--- config.mk ---
export PLATFORM = sky130hd
export DESIGN_NAME = gdo_mac_stream
export DESIGN_NICKNAME = d
export VERILOG_FILES = /design/src/rtl/gdo_pkg.sv /design/src/rtl/gdo_mac_stream_sat_acc.sv /design/src/rtl/gdo_mac_stream.sv
export SDC_FILE = /design/constraint.sdc
export NUM_CORES = 1
export LEC_CHECK = 0
export ABC_AREA = 1
export CORE_MARGIN = 5
export CORE_UTILIZATION = 30
export DETAILED_ROUTE_END_ITERATION = 10
export GPL_TIMING_DRIVEN = 0
export PLACE_DENSITY = 0.53
export SLEW_MARGIN = 40
export SYNTH_ARGS = -nofsm -noshare
export SYNTH_HDL_FRONTEND = slang
export SYNTH_SLANG_ARGS = --single-unit
--- constraint.sdc ---
create_clock -name clk -period 2.3 [get_ports clk]
set_input_delay 0.46 -clock clk [delete_from_list [all_inputs] [get_ports clk]]
set_output_delay 0.46 -clock clk [all_outputs]
set_load 0.1 [all_outputs]
--- src/rtl/gdo_pkg.sv ---
// Shared arithmetic helpers and types for the general_data_operator datapath.
// gdo_add_sat clamps to a signed w-bit range and reports whether it clamped.
package gdo;

   localparam int GDO_DATA_W = 8;

   typedef enum logic [1:0] {ACCUM, DRAIN, OUTPUT} gdo_state_e;

   typedef struct packed {
      logic signed [63:0] sum;
      logic               ovf;
   } gdo_sat_t;

   function automatic logic signed [63:0] gdo_mult(input logic signed [31:0] a,
                                                    input logic signed [31:0] b);
      return 64'(a) * 64'(b);
   endfunction

   function automatic logic signed [63:0] gdo_add(input logic signed [63:0] a,
                                                   input logic signed [63:0] b);
      return a + b;
   endfunction

   // One extra bit of headroom so the raw sum of two 64-bit values never wraps.
   function automatic gdo_sat_t gdo_add_sat(input logic signed [63:0] a,
                                            input logic signed [63:0] b,
                                            input int                 w);
      logic signed [64:0] s, mx, mn;
      gdo_sat_t           r;
      s     = 65'(a) + 65'(b);
      mx    = (65'sd1 <<< (w - 1)) - 65'sd1;
      mn    = -mx - 65'sd1;
      r.sum = s[63:0];
      r.ovf = 1'b0;
      if (s > mx) begin
         r.sum = mx[63:0];
         r.ovf = 1'b1;
      end else if (s < mn) begin
         r.sum = mn[63:0];
         r.ovf = 1'b1;
      end
      return r;
   endfunction

endpackage

--- src/rtl/gdo_mac_stream_sat_acc.sv ---
// Stage-2 saturating accumulator: adds a sign-extended product when enabled,
// keeps a sticky saturation flag, and clears both on clr_i.
module gdo_sat_acc
   import gdo::*;
#(
   parameter int ACC_W = 24,
   parameter int P_W   = 16
) (
   input  logic                    clk,
   input  logic                    rst_n,
   input  logic                    clr_i,
   input  logic                    en_i,
   input  logic signed [P_W-1:0]   p_i,
   output logic signed [ACC_W-1:0] acc_o,
   output logic                    sat_o
);

   logic signed [ACC_W-1:0] acc_q, acc_d;
   logic                    sat_q, sat_d;
   gdo_sat_t                add_r;
   logic                    unused_hi;

   always_comb add_r = gdo_add_sat(64'(acc_q), 64'(p_i), ACC_W);
   assign unused_hi = ^add_r.sum[63:ACC_W];

   always_comb begin
      acc_d = acc_q;
      sat_d = sat_q;
      if (clr_i) begin
         acc_d = '0;
         sat_d = 1'b0;
      end else if (en_i) begin
         acc_d = add_r.sum[ACC_W-1:0];
         sat_d = sat_q | add_r.ovf;
      end
   end

   always_ff @(posedge clk or negedge rst_n) begin
      if (!rst_n) begin
         acc_q <= '0;
         sat_q <= 1'b0;
      end else begin
         acc_q <= acc_d;
         sat_q <= sat_d;
      end
   end

   assign acc_o = acc_q;
   assign sat_o = sat_q;

endmodule

--- src/rtl/gdo_mac_stream.sv ---
// Streaming signed dot-product stage: multiply register, saturating accumulate,
// one result per vector ended by in_last or by reaching MAX_LEN beats.
module gdo_mac_stream
   import gdo::*;
#(
   parameter  int DATA_W  = GDO_DATA_W,
   parameter  int ACC_W   = 24,
   parameter  int MAX_LEN = 256,
   localparam int CNT_W   = $clog2(MAX_LEN + 1)
) (
   input  logic                     clk,
   input  logic                     rst_n,
   input  logic                     in_valid,
   output logic                     in_ready,
   input  logic signed [DATA_W-1:0] in_a,
   input  logic signed [DATA_W-1:0] in_b,
   input  logic                     in_last,
   output logic                     out_valid,
   input  logic                     out_ready,
   output logic signed [ACC_W-1:0]  out_data,
   output logic [CNT_W-1:0]         out_count,
   output logic                     out_sat,
   output logic                     out_trunc
);

   localparam int P_W = 2 * DATA_W;

   gdo_state_e            state_q, state_d;
   logic [CNT_W-1:0]      cnt_q, cnt_d;
   logic                  trunc_q, trunc_d;
   logic signed [P_W-1:0] p_q;
   logic                  pv_q;
   logic signed [63:0]    prod_w;
   logic                  unused_prod;
   logic                  accept, out_hs;

   assign prod_w      = gdo_mult(32'(in_a), 32'(in_b));
   assign unused_prod = ^prod_w[63:P_W];

   assign in_ready  = (state_q == ACCUM);
   assign out_valid = (state_q == OUTPUT);
   assign accept    = in_valid & in_ready;
   assign out_hs    = out_valid & out_ready;

   always_comb begin
      state_d = state_q;
      cnt_d   = cnt_q;
      trunc_d = trunc_q;
      case (state_q)
         ACCUM: begin
            if (accept) begin
               cnt_d = cnt_q + CNT_W'(1);
               // Reaching MAX_LEN ends the vector even without in_last.
               if (in_last || cnt_q == CNT_W'(MAX_LEN - 1)) begin
                  state_d = DRAIN;
                  trunc_d = ~in_last;
               end
            end
         end
         DRAIN:   state_d = OUTPUT;
         OUTPUT: begin
            if (out_ready) begin
               state_d = ACCUM;
               cnt_d   = '0;
               trunc_d = 1'b0;
            end
         end
         default: state_d = ACCUM;
      endcase
   end

   always_ff @(posedge clk or negedge rst_n) begin
      if (!rst_n) begin
         state_q <= ACCUM;
         cnt_q   <= '0;
         trunc_q <= 1'b0;
         p_q     <= '0;
         pv_q    <= 1'b0;
      end else begin
         state_q <= state_d;
         cnt_q   <= cnt_d;
         trunc_q <= trunc_d;
         pv_q    <= accept;
         if (accept) p_q <= prod_w[P_W-1:0];
      end
   end

   gdo_sat_acc #(
      .ACC_W (ACC_W),
      .P_W   (P_W)
   ) u_acc (
      .clk   (clk),
      .rst_n (rst_n),
      .clr_i (out_hs),
      .en_i  (pv_q),
      .p_i   (p_q),
      .acc_o (out_data),
      .sat_o (out_sat)
   );

   assign out_count = cnt_q;
   assign out_trunc = trunc_q;

endmodule

==> out/qor.yml <==
cells_and_area:
  area_growth_pct: 31.6
  final_nets: 1153
  drive_gt1_share_pct: 30.7
  finalNonFillerCells: 1302
  final_common_cell: "nand2_1"
  mostFrequentLayoutCells: "245 x nand2_1, 178 x inv_1, 48 x fa_1, 41 x nor2_1, 40 x buf_2"
  n_antenna_cell: 0
die:
  core_sq_um: 21800
  initial_core_util_pct: 30.5
  num_io_pins: 58
  fp.dieH_microns: 159
  die_area_sq_um: 25300
  fp-row-count: 54
  die_w_microns: 159
placed_design:
  portBuffers: 42
  gp_congestion: 0.917
  dp_hpwl_mm: 14.0
  dp.cells: 1261
yosys:
  synth_top_flop_cell: "dfrtp_1"
  syn_area_per_cell_sq_um: 7.10
  synthDistinctLibCells: 36
  syn-num-nets: 1070
  synth.area.top_cells: "dfrtp_1 20%, fa_1 17%, nand2_1 16%, inv_1 12%, ha_1 10%"
  syn_inst: 938
  yosysWarningCount: 0
  synth.cell_area_sq_um: 6660
  synthArstFlopShare_pct: 100
  yosysSeqAreaShare_pct: 20.3
  netlist.area_leader.share_pct: 20.3
  yosys_register_bits: 54
  yosysTopAreaCell: "dfrtp_1"
  synth-edff-count: 0
critical_path:
  path_buf_inv: 7
  required_ns: 2.52
  startpoint: "in_a[5]"
  reg2reg_slack_ns: 0.04
  ff2ff_path_depth: 14
  max_stage_delay_ns: 0.54
  path_max_fanout: 7
  endpoint_kind: "flip-flop"
  cp_common_cell: "fa_1"
  timing.rr.end: "u_acc.acc_o[15]"
  cp_top_family: "adder cells"
  slowest_stage: "fa_1"
  critPathArrivalTime_ns: 4.03
  crit_type: "in2reg"
  path_depth: 20
  start_kind: "input port"
  rr_startpoint: "p_q[15]"
  cp_cell_sequence: "clkbuf_16 -> nand2_4 -> inv_2 -> fa_1 -> inv_2 -> fa_1 -> inv_1 -> fa_1 -> inv_1 -> fa_1 -> inv_2 -> ha_4 -> nand3_4 -> nand2_4 -> buf_4 -> nand2_4 -> nand2_2 -> a21oi_2 -> or2_4 -> a31oi_1"
job:
  maxCapViolations: 0
sta:
  rsz0062_at_grt: "yes"
  finalMaxSlewViolations: 0
  setup_ws_ns: -1.50
  slew_headroom_pct: 57.1
  max_slew.worst_pin.slew_ns: 0.644
  fin_skew_ns: 0.0163
  min_period_ns: 3.80
  hold_violations: 0
  setup_violations: 12
  period_share_pct: 165
  fmax_mhz: 263
cts:
  clock-sinks: 54
  cts_inserted_buffers: 5
  clock_path_buffers: 2
  root_buffer: "clkbuf_16"
  h-tree-depth: 2
  cts_hold_buf: 0
  insertion_delay_ns: 0.31
  clkSlewWorstSetupHoldPaths_ns: 0.08
  cts_tree: "yes"
routing:
  drtIter0Drc: 221
  via_per_inst: 4.50
  drcViolationCount: 0
  route.vias.total: 5865
  post_drt_wl_per_cell_microns: 13.5
  routed_wl_mm: 17.5
  firstDrtPassIters: 4
  antenna_left: 0
outcome:
  status: "complete, but fails checks"
  violations: "setup timing"
grt:
  grt_max_degree: 32
  grt_pass1_vias: 6003
  grt_use_total_pct: 13.8
  antenna_found_initial: 0
  grt_pass1_wl_mm: 29.4
  grt-ovfl-total: 0
hold_path:
  holdCritPathClass: "in2async"
==> cell type report <==
class,count,area (sq um)
Sequential cell,54,1390
Multi-Input combinational cell,648,5200
Inverter,211,810
Fill cell,2272,13100
Tap cell,280,350
Timing Repair inverter,1,8.76
Clock buffer,6,129
Timing Repair Buffer,74,536
Clock inverter,2,17.5
Buffer,26,328
==> synthesized netlist by cell type, types with 6 or more instances <==
| cell type | number |
|---|---|
| nor3_1 | 13 |
| nand3_1 | 46 |
| xnor2_1 | 10 |
| dfrtp_1 | 54 |
| ha_1 | 55 |
| nand4_1 | 12 |
| o21bai_1 | 6 |
| a21oi_1 | 31 |
| clkbuf_1 | 19 |
| nand2_1 | 277 |
| nor2_1 | 52 |
| o21ai_0 | 21 |
| inv_1 | 209 |
| fa_1 | 56 |
| nand3_2 | 24 |
| xor2_1 | 13 |
==> per-layer routing <==
| layer | up-vias | part of all wire (%) | GRT usage, % |
|---|---|---|---|
| li1 | 3009 | - | - |
| met5 | - | 0 | 0 |
| met2 | 67 | 50 | 25.1 |
| met1 | 2769 | 45 | 17.6 |
| met3 | 20 | 2.9 | 1.92 |
| met4 | 0 | 1.5 | 2.79 |
==> flip-flops by register name, indices dropped and copies added (netlist names) <==
signal and cells:
out_count 9, out_trunc 1, p_q 16, pv_q 1
state_q 2, u_acc.acc_o 24, u_acc.sat_o 1
==> how the worst max path moves through the flow <==
| stage | endpoint | slack [ns] |
|---|---|---|
| after floorplan | p_q[10] | -1.60 |
| after global placement | p_q[11] | -2.36 |
| after detailed placement | p_q[11] | -2.35 |
| after CTS | p_q[14] | -1.47 |
| after global routing | p_q[11] | -1.69 |
| final | p_q[10] | -1.50 |
==> repair_timing <==
item / 4_1_cts / 5_1_grt
gates cloned: 1 / 2
gates resized for setup: 83 / 70
setup buffers: 17 / 14
pin swaps: 49 / 55
endpoints found under the setup margin: 36 / 36
==> stage by stage <==
| step | area (sq um) | TNS, ns | hold slack (ns) | setup WS, ns | utilization, % |
|---|---|---|---|---|---|
| 6_report | 8770 | -13.93 | 0.0421 | -1.50 | 40.2 |
| 3_5_place_dp | 7710 | -24.88 | 0.390 | -2.35 | 35.3 |
| 4_1_cts | 8330 | -13.40 | 0.0550 | -1.47 | 38.2 |
| 3_3_place_gp | 7880 | -87.52 | 0.477 | -2.36 | 36.1 |
| 5_1_grt | 8770 | -15.95 | 0.0658 | -1.69 | 40.2 |
| 2_1_floorplan | 7110 | -15.07 | 0.164 | -1.60 | - |
==> logic make-up after synthesis <==
logic type,Yosys count,synth area share (%)
AOI/OAI and AO/OA,67,5.56
and+or+nand+nor,446,30.1
DFF,54,20.3
buffers and inverters,237,13.9
xor gates and xnor gates,23,3.02
adders and majority gates,111,27.1
Power is not shown: default switching activity piles up to over one toggle a cycle in this logic, so the estimate is an artifact.
